[src/rtl/mem_access_ctrl_if.sv]
// Request/response and RAM pin bundle for mem_access_ctrl.
// The controller takes the slave view; the requester plus RAM side takes the master view.
`timescale 1ns/1ps
interface mem_access_ctrl_if #(
  parameter int WORD_SIZE    = 16,
  parameter int ADDRESS_SIZE = 16
);
  logic                    req_valid;
  logic                    req_ready;
  logic [1:0]              req_op;
  logic [ADDRESS_SIZE-1:0] req_addr;
  logic [WORD_SIZE-1:0]    req_wdata;
  logic                    rsp_valid;
  logic [WORD_SIZE-1:0]    rsp_rdata;
  logic                    ram_read;
  logic                    ram_write;
  logic [ADDRESS_SIZE-1:0] ram_address;
  logic [WORD_SIZE-1:0]    ram_in_data;
  logic [WORD_SIZE-1:0]    ram_out_data;

  modport master (
    output req_valid, req_op, req_addr, req_wdata, ram_out_data,
    input  req_ready, rsp_valid, rsp_rdata, ram_read, ram_write, ram_address, ram_in_data
  );

  modport slave (
    input  req_valid, req_op, req_addr, req_wdata, ram_out_data,
    output req_ready, rsp_valid, rsp_rdata, ram_read, ram_write, ram_address, ram_in_data
  );
endinterface

[src/rtl/mem_access_ctrl.sv]
// LC-3 memory sequencer: one request at a time, absorbs RAM read latency, does LDI/STI pointer fetch.
// Optional LC3_MMIO_EN maps DSR (0xFE04) reads and DDR (0xFE06) writes to the ddr_* outputs.
`timescale 1ns/1ps
module mem_access_ctrl #(
  parameter int WORD_SIZE    = 16,
  parameter int ADDRESS_SIZE = 16
) (
  input  logic               clock,
  input  logic               reset,
  mem_access_ctrl_if.slave   bus
`ifdef LC3_MMIO_EN
  ,
  output logic               ddr_valid,
  output logic [WORD_SIZE-1:0] ddr_data
`endif
);

  typedef enum logic [2:0] {
    S_IDLE  = 3'd0,
    S_PTR   = 3'd1,
    S_PTR_W = 3'd2,
    S_RD    = 3'd3,
    S_RD_W  = 3'd4,
    S_WR    = 3'd5,
    S_DONE  = 3'd6
  } state_t;

  state_t                  state_q, state_d;
  logic                    is_wr_q;
  logic [ADDRESS_SIZE-1:0] addr_q;
  logic [WORD_SIZE-1:0]    wdata_q;
  logic [WORD_SIZE-1:0]    rdata_q;
  logic                    rd_strobe, wr_strobe;
  logic                    dsr_hit, ddr_hit;

`ifdef LC3_MMIO_EN
  localparam logic [ADDRESS_SIZE-1:0] DSR_ADDR = ADDRESS_SIZE'(16'hFE04);
  localparam logic [ADDRESS_SIZE-1:0] DDR_ADDR = ADDRESS_SIZE'(16'hFE06);
  localparam logic [WORD_SIZE-1:0]    DSR_READY = WORD_SIZE'(16'h8000);

  assign dsr_hit = (addr_q == DSR_ADDR);
  assign ddr_hit = (addr_q == DDR_ADDR);

  // Display is always ready; a DDR write lands in ddr_data and pulses with DONE.
  always_ff @(posedge clock) begin
    if (reset) begin
      ddr_valid <= 1'b0;
      ddr_data  <= '0;
    end else begin
      ddr_valid <= (state_q == S_WR) && ddr_hit;
      if ((state_q == S_WR) && ddr_hit)
        ddr_data <= wdata_q;
    end
  end
`else
  assign dsr_hit = 1'b0;
  assign ddr_hit = 1'b0;
`endif

  always_ff @(posedge clock) begin
    if (reset) begin
      state_q <= S_IDLE;
      is_wr_q <= 1'b0;
      addr_q  <= '0;
      wdata_q <= '0;
      rdata_q <= '0;
    end else begin
      state_q <= state_d;
      case (state_q)
        S_IDLE: begin
          if (bus.req_valid) begin
            is_wr_q <= bus.req_op[0];
            addr_q  <= bus.req_addr;
            wdata_q <= bus.req_wdata;
          end
        end
        // Pointer word arrives one cycle after the PTR read strobe.
        S_PTR_W: addr_q <= bus.ram_out_data[ADDRESS_SIZE-1:0];
        S_RD_W: begin
`ifdef LC3_MMIO_EN
          rdata_q <= dsr_hit ? DSR_READY : bus.ram_out_data;
`else
          rdata_q <= bus.ram_out_data;
`endif
        end
        default: ;
      endcase
    end
  end

  always_comb begin
    state_d       = state_q;
    bus.req_ready = 1'b0;
    bus.rsp_valid = 1'b0;
    rd_strobe     = 1'b0;
    wr_strobe     = 1'b0;
    case (state_q)
      S_IDLE: begin
        bus.req_ready = 1'b1;
        if (bus.req_valid) begin
          case (bus.req_op)
            2'b00:   state_d = S_RD;
            2'b01:   state_d = S_WR;
            default: state_d = S_PTR;
          endcase
        end
      end
      S_PTR: begin
        rd_strobe = 1'b1;
        state_d   = S_PTR_W;
      end
      S_PTR_W: state_d = is_wr_q ? S_WR : S_RD;
      S_RD: begin
        rd_strobe = !dsr_hit;
        state_d   = S_RD_W;
      end
      S_RD_W: state_d = S_DONE;
      S_WR: begin
        wr_strobe = !ddr_hit;
        state_d   = S_DONE;
      end
      S_DONE: begin
        bus.rsp_valid = 1'b1;
        state_d       = S_IDLE;
      end
      default: state_d = S_IDLE;
    endcase
  end

  // Strobes are suppressed in any reset cycle, including an abort mid-operation.
  assign bus.ram_read    = rd_strobe && !reset;
  assign bus.ram_write   = wr_strobe && !reset;
  assign bus.ram_address = addr_q;
  assign bus.ram_in_data = wdata_q;
  assign bus.rsp_rdata   = rdata_q;

endmodule
[src/flat_wrapper.sv]
// flat-port wrapper written by rule: the top's interface ports become plain ports
module mem_access_ctrl_flat 
#(
  parameter int WORD_SIZE    = 16,
  parameter int ADDRESS_SIZE = 16
)
  (clock, reset, bus_req_valid, bus_req_op, bus_req_addr, bus_req_wdata, bus_ram_out_data, bus_req_ready, bus_rsp_valid, bus_rsp_rdata, bus_ram_read, bus_ram_write, bus_ram_address, bus_ram_in_data);
  mem_access_ctrl_if #(.WORD_SIZE(WORD_SIZE), .ADDRESS_SIZE(ADDRESS_SIZE)) bus_i ();
  input  logic clock;
  input  logic reset;
  input wire logic [$bits(bus_i.req_valid)-1:0] bus_req_valid;
  input wire logic [$bits(bus_i.req_op)-1:0] bus_req_op;
  input wire logic [$bits(bus_i.req_addr)-1:0] bus_req_addr;
  input wire logic [$bits(bus_i.req_wdata)-1:0] bus_req_wdata;
  input wire logic [$bits(bus_i.ram_out_data)-1:0] bus_ram_out_data;
  output wire logic [$bits(bus_i.req_ready)-1:0] bus_req_ready;
  output wire logic [$bits(bus_i.rsp_valid)-1:0] bus_rsp_valid;
  output wire logic [$bits(bus_i.rsp_rdata)-1:0] bus_rsp_rdata;
  output wire logic [$bits(bus_i.ram_read)-1:0] bus_ram_read;
  output wire logic [$bits(bus_i.ram_write)-1:0] bus_ram_write;
  output wire logic [$bits(bus_i.ram_address)-1:0] bus_ram_address;
  output wire logic [$bits(bus_i.ram_in_data)-1:0] bus_ram_in_data;
  assign bus_i.req_valid = bus_req_valid;
  assign bus_i.req_op = bus_req_op;
  assign bus_i.req_addr = bus_req_addr;
  assign bus_i.req_wdata = bus_req_wdata;
  assign bus_i.ram_out_data = bus_ram_out_data;
  assign bus_req_ready = bus_i.req_ready;
  assign bus_rsp_valid = bus_i.rsp_valid;
  assign bus_rsp_rdata = bus_i.rsp_rdata;
  assign bus_ram_read = bus_i.ram_read;
  assign bus_ram_write = bus_i.ram_write;
  assign bus_ram_address = bus_i.ram_address;
  assign bus_ram_in_data = bus_i.ram_in_data;
  mem_access_ctrl #(.WORD_SIZE(WORD_SIZE), .ADDRESS_SIZE(ADDRESS_SIZE)) u_core (.clock(clock), .reset(reset), .bus(bus_i));
endmodule
[config.mk]
export PLATFORM = sky130hd
export DESIGN_NAME = mem_access_ctrl_flat
export DESIGN_NICKNAME = d
export VERILOG_FILES = /design/src/rtl/mem_access_ctrl_if.sv /design/src/rtl/mem_access_ctrl.sv /design/src/flat_wrapper.sv
export SDC_FILE = /design/constraint.sdc
export NUM_CORES = 1
export LEC_CHECK = 0
export ABC_AREA = 0
export CORE_UTILIZATION = 42
export DETAILED_ROUTE_END_ITERATION = 8
export PLACE_DENSITY = 0.85
export RECOVER_POWER = 50
export SYNTH_ARGS = -nofsm -noshare
export SYNTH_HDL_FRONTEND = slang
export SYNTH_SLANG_ARGS = --single-unit
[constraint.sdc]
create_clock -name clock -period 2.6 [get_ports clock]
set_input_delay 0.65 -clock clock [delete_from_list [all_inputs] [get_ports clock]]
set_output_delay 0.65 -clock clock [all_outputs]
set_load 0.03 [all_outputs]
* Yosys cells after proc, flatten, opt, wreduce, memory -nomap -nowiden *
Cells that the tools add are included.
W data, S select, Z words.

cells by class
  equal/unequal tests = 8
  reductions and logical operators = 10
  muxes and demuxes = 10

operator list
  cell                  number
  $pmux W16 S2          1
  $mux W16              1
  $pmux W3 S5           1
  $eq A3 B3 Y1 const B  3
  $eq A3 B2 Y1 const B  2
  $mux W3               2
  $pmux W3 S2           1
  $mux W1               4
  $reduce_and A2 Y1     2
  $reduce_or A2 Y1      2
  $eq A3 B1 Y1 const B  1
  $logic_not A3 Y1      1
  $eq A2 B1 Y1 const B  1
  $logic_and A1 B1 Y1   2
  $logic_not A2 Y1      1
  $ne A2 B2 Y1 const B  1
  $reduce_bool A2 Y1    1
  $logic_not A1 Y1      1

word-level totals
  output and inout port bits = 52
  logic and storage cells = 33
  register bits = 52

* Depth between registers and ports, before layout *
  depth after elaboration = 4
  gate-level depth with buffers = 5
  mapped depth without buffers = 3

* Worst setup path after synthesis *
OpenSTA, ideal clock, no wires.

  path kind = input port to output port
  from = in reset
  to = out bus_ram_write
  arrival time = 1.829 ns
  path slack = 0.121 ns
  stages on the path = 2
  buffers on the path = 1
  data required time = 1.950 ns
  cell sequence = clkbuf_1 nor4bb_1

between the ends
  cells in the longest elaborated chain, start to end = 2

ends and longest elaborated chain
  what                 RTL line                text
  start: declaration   flat_wrapper.sv:10      input logic reset;
  $logic_not A1 Y1     mem_access_ctrl.sv:132  assign bus.ram_write = wr_strobe && !reset;
  $logic_and A1 B1 Y1  mem_access_ctrl.sv:132
  end: declaration     flat_wrapper.sv:20      output wire logic [$bits(bus_i.ram_write)-1:0] bus_ram_write;

Every way passes these cells.

* Final worst setup path *
  from = reg u_core.state_q[2]
  to = out bus_rsp_valid

between the ends
  cells in the longest elaborated chain, start to end = 2

ends and longest elaborated chain
  what                      RTL line               text
  start: declaration        mem_access_ctrl.sv:28  state_t state_q, state_d;
  start signal: assignment  mem_access_ctrl.sv:68  state_q <= state_d;
  $eq A3 B3 Y1              mem_access_ctrl.sv:97  case (state_q)
  $mux W1                   mem_access_ctrl.sv:97
  end: declaration          flat_wrapper.sv:17     output wire logic [$bits(bus_i.rsp_valid)-1:0] bus_rsp_valid;

Every way passes these cells.

==> out/metrics.yaml <==
dr_total_vias: 1933
leakagePower_nw: 1.21
max_clock_freq_mhz: 406
yosys_warnings: 0
cp_slowest_cell: "sky130_fd_sc_hd__clkdlybuf4s50_1"
largest_family_of_logic_cells_by_synthesized_area: "simple AND/OR/NAND/NOR gates"
grt_max_degree: 38
yosys.cell_types.count: 27
seq_power_share: 0.432
floorplan.die.height_um: 71.0
synth_enable_flop_cells: 0
postLayoutCoreUtil: 0.705
synthSimpleGateAreaFrac: 0.249
post_route_cells_drive_above_1_share: 0.0613
globalRouteTotalUtil: 0.213
drt-pass1-iter-count: 7
worstPathBufferInverterCount: 1
grt_setup_unrepaired: "false"
power.density_nw_per_um2: 722
critPathTopFamily: "buffers and inverters"
fin_crit_ns: 2.46
clock-sinks: 52
detail_route.drc_violations: 12
clock_tree.htree_level_count: 2
postCtsSetupRepairBufs: 0
post_synth_mux_area_share: 0
initial_standard_cell_utilization_of_the_core: 0.447
drv_slew: 0
cts_hold_buf: 0
clock_power_share: 0.201
cts_buffers: 5
layout_nets: 378
cts_root_buffer: "sky130_fd_sc_hd__clkbuf_8"
irDropWorstVdd_v: 0.000341
worst_hold_slack_ns: 0.456
max-clock-path-buffers: 2
final_setup_viols: 0
layoutNonFillerInstCount: 378
hold_class: "reg -> reg"
grt_pass1_wl_um: 8530
overall_power_consumption_mw: 2.28
ioPinCount: 105
timing.critical_path.slowest_cell_delay_ns: 0.66
number_of_buffer_cells_added_on_primary_ports: 104
synth_xor_area_frac: 0
critical_path_class: "reg -> out"
max_cap_viol_count: 0
violations: "design-rule violations"
detailedPlacementHpwl_um: 3680
clk_pin_slew_worst_paths_ns: 0.09
mappedNetlistArea_sq_um: 2000
antenna_cells_inserted: 0
routabilityCongestion: 0.771
worstPathRequired_ns: 1.95
detail_route.iter0.violations: 174
critical_path.max_fanout: 15
power_switching_share: 0.343
flow.area_growth_from_synthesis_pct: 57.7
grt_overflow_total: 0
synth_area_per_cell_sq_um: 8.97
syn_nets: 276
ys.flop_type: "sky130_fd_sc_hd__dfxtp_1"
number_of_global_route_vias_before_repair: 1851
startpoint_class: "flip-flop"
ctsResizeCount: 0
fp.coreArea_sq_um: 4470
synth_fa_ha_area_frac: 0
power_frac_comb: 0.367
status: "complete, but fails checks"
worstSkewPairLatency_ns: 0.29
synth.yosys.seq_area_share: 0.520
final_min_period_over_clock_period: 0.946
hold_viol: 0
async_flop_share: 0
timing.critical_path.to_type: "primary output"
cp_data_arrival_time_ns: 1.81
antenna_found_initial: 0
avgRoutedWirePerCell_um: 13.5
critical_path.cell_chain: "and3b_1, clkdlybuf4s50_1"
syn-instance-count: 223
ant_nets: 0
timing_worst_slew_pin_value_ns: 1.18
detail_route.vias_per_cell: 5.11
std_cell_rows: 24
floorplan.die.width_um: 71.0
worst_slew_slack_as_a_fraction_of_its_limit: 0.210
worst_clock_skew_ns: 0.00369
synth-seq-cells: 52
synth_compound_area_frac: 0.189
num-fill-cells: 362
power.net_switching_uw: 780
summed_negative_setup_slack_over_all_endpoints_ns: 0
cellInternalPower_mw: 1.50
finalWirelength_um: 5120
cts_tree: "built"
die_area_sq_um: 5040
dpl.cell_count: 370
==> per-stage QoR <==
step | setup slack [ns] | cell area (sq um)
2_1_floorplan | 0.121 | 2000
3_3_place_gp | 0.322 | 3070
3_5_place_dp | 0.305 | 3070
4_1_cts | 0.120 | 3160
5_1_grt | 0.0286 | 3160
6_report | 0.140 | 3160
==> cell usage in the layout (no fill, tap or decap) <==
master / synthesis / final
sky130_fd_sc_hd__clkbuf_1: 6 / 3
sky130_fd_sc_hd__nor3b_1: 2 / 2
sky130_fd_sc_hd__clkdlybuf4s50_1: 0 / 85
sky130_fd_sc_hd__and3b_1: 1 / 1
sky130_fd_sc_hd__nand2_1: 67 / 67
sky130_fd_sc_hd__or2_2: 1 / 1
sky130_fd_sc_hd__a221o_1: 16 / 16
sky130_fd_sc_hd__a211oi_1: 2 / 2
sky130_fd_sc_hd__o21ai_0: 1 / 1
sky130_fd_sc_hd__a21oi_1: 35 / 35
sky130_fd_sc_hd__nor4b_2: 1 / 1
sky130_fd_sc_hd__dfxtp_1: 52 / 52
sky130_fd_sc_hd__o21bai_1: 1 / 1
sky130_fd_sc_hd__o31a_1: 1 / 1
sky130_fd_sc_hd__buf_2: 6 / 1
sky130_fd_sc_hd__o31ai_1: 1 / 1
sky130_fd_sc_hd__and2_1: 16 / 16
sky130_fd_sc_hd__nor4b_4: 1 / 1
sky130_fd_sc_hd__nor3b_2: 1 / 1
sky130_fd_sc_hd__nor4bb_1: 1 / 1
sky130_fd_sc_hd__buf_4: 2 / 7
sky130_fd_sc_hd__nor2_1: 3 / 3
sky130_fd_sc_hd__nor3_1: 1 / 1
sky130_fd_sc_hd__or3b_2: 1 / 1
sky130_fd_sc_hd__dlygate4sd3_1: 0 / 17
sky130_fd_sc_hd__nor2_8: 1 / 1
sky130_fd_sc_hd__or4b_1: 1 / 1
sky130_fd_sc_hd__clkbuf_8: 0 / 6
==> kinds of logic (layout without fill, tap and decap cells) <==
family                 count (synthesis)  in the layout
flip-flops                            52             52
AO/OA/AOI/OAI                         57             57
AND/OR/NAND/NOR                       98             98
buffers and inverters                 16            119
==> synthesized netlist by cell type, types with 2 or more instances <==
cell type	count	area (sq um)
sky130_fd_sc_hd__and2_1	16	100
sky130_fd_sc_hd__clkbuf_1	6	22.5
sky130_fd_sc_hd__nor2_1	3	11.3
sky130_fd_sc_hd__buf_4	2	15.0
sky130_fd_sc_hd__a221o_1	16	160
sky130_fd_sc_hd__dfxtp_1	52	1040
sky130_fd_sc_hd__a211oi_1	2	15.0
sky130_fd_sc_hd__nand2_1	67	251
sky130_fd_sc_hd__buf_2	6	30.0
sky130_fd_sc_hd__nor3b_1	2	15.0
sky130_fd_sc_hd__a21oi_1	35	175
==> power groups by stage <==
stage	Clock, mW	Sequential, mW	Combinational, mW
finish	0.458	0.984	0.837
detailed placement	0	1.00	0.858
CTS	0.471	0.986	0.861
floorplan	0	1.19	0.307
global placement	0	0.999	0.846
global route	0.509	1.00	0.897
==> tightest hold or removal path: stages, from the launching register on <==
cell and delay (ns):
sky130_fd_sc_hd__dfxtp_1 0.32, sky130_fd_sc_hd__nand2_1 0.05, sky130_fd_sc_hd__a21oi_1 0.05
==> metal layers <==
layer  vias up  track usage  wire length, um
met2        83        0.371             2470
met5         -            0                0
met4         0       0.0756               68
li1        970            -                -
met3         7       0.0598              503
met1       873        0.253             2070
==> cell type report <==
cell class / instances / area (sq um) / area share
multi-input cells: 155 / 877 / 0.278
repair buffers: 111 / 1080 / 0.343
well taps: 52 / 65.1 / 0.0206
clock buffers: 8 / 90.1 / 0.0285
flip-flops and latches: 52 / 1040 / 0.330
==> state kept, by name, indices dropped and copies added, names as in the netlist <==
| signal | cells |
|---|---|
| u_core.bus.ram_address | 16 |
| u_core.state_q | 3 |
| u_core.bus.rsp_rdata | 16 |
| u_core.is_wr_q | 1 |
| u_core.bus.ram_in_data | 16 |
==> final timing paths <==
| check | end | from | cells after the start | slack [ns] |
|---|---|---|---|---|
| max | bus_rsp_valid | u_core.state_q[2]$_SDFFE_PP0P_ | 2 | 0.14 |
| min | u_core.bus.rsp_rdata[13]$_SDFFE_PP0N_ | u_core.bus.rsp_rdata[13]$_SDFFE_PP0N_ | 2 | 0.46 |
| max reg2reg | u_core.bus.ram_address[1]$_SDFFE_PP0P_ | u_core.state_q[1]$_SDFFE_PP0P_ | 4 | 0.54 |
| min reg2reg | u_core.bus.rsp_rdata[13]$_SDFFE_PP0N_ | u_core.bus.rsp_rdata[13]$_SDFFE_PP0N_ | 2 | 0.46 |
Note: power is estimated with default switching activity, not from simulation.
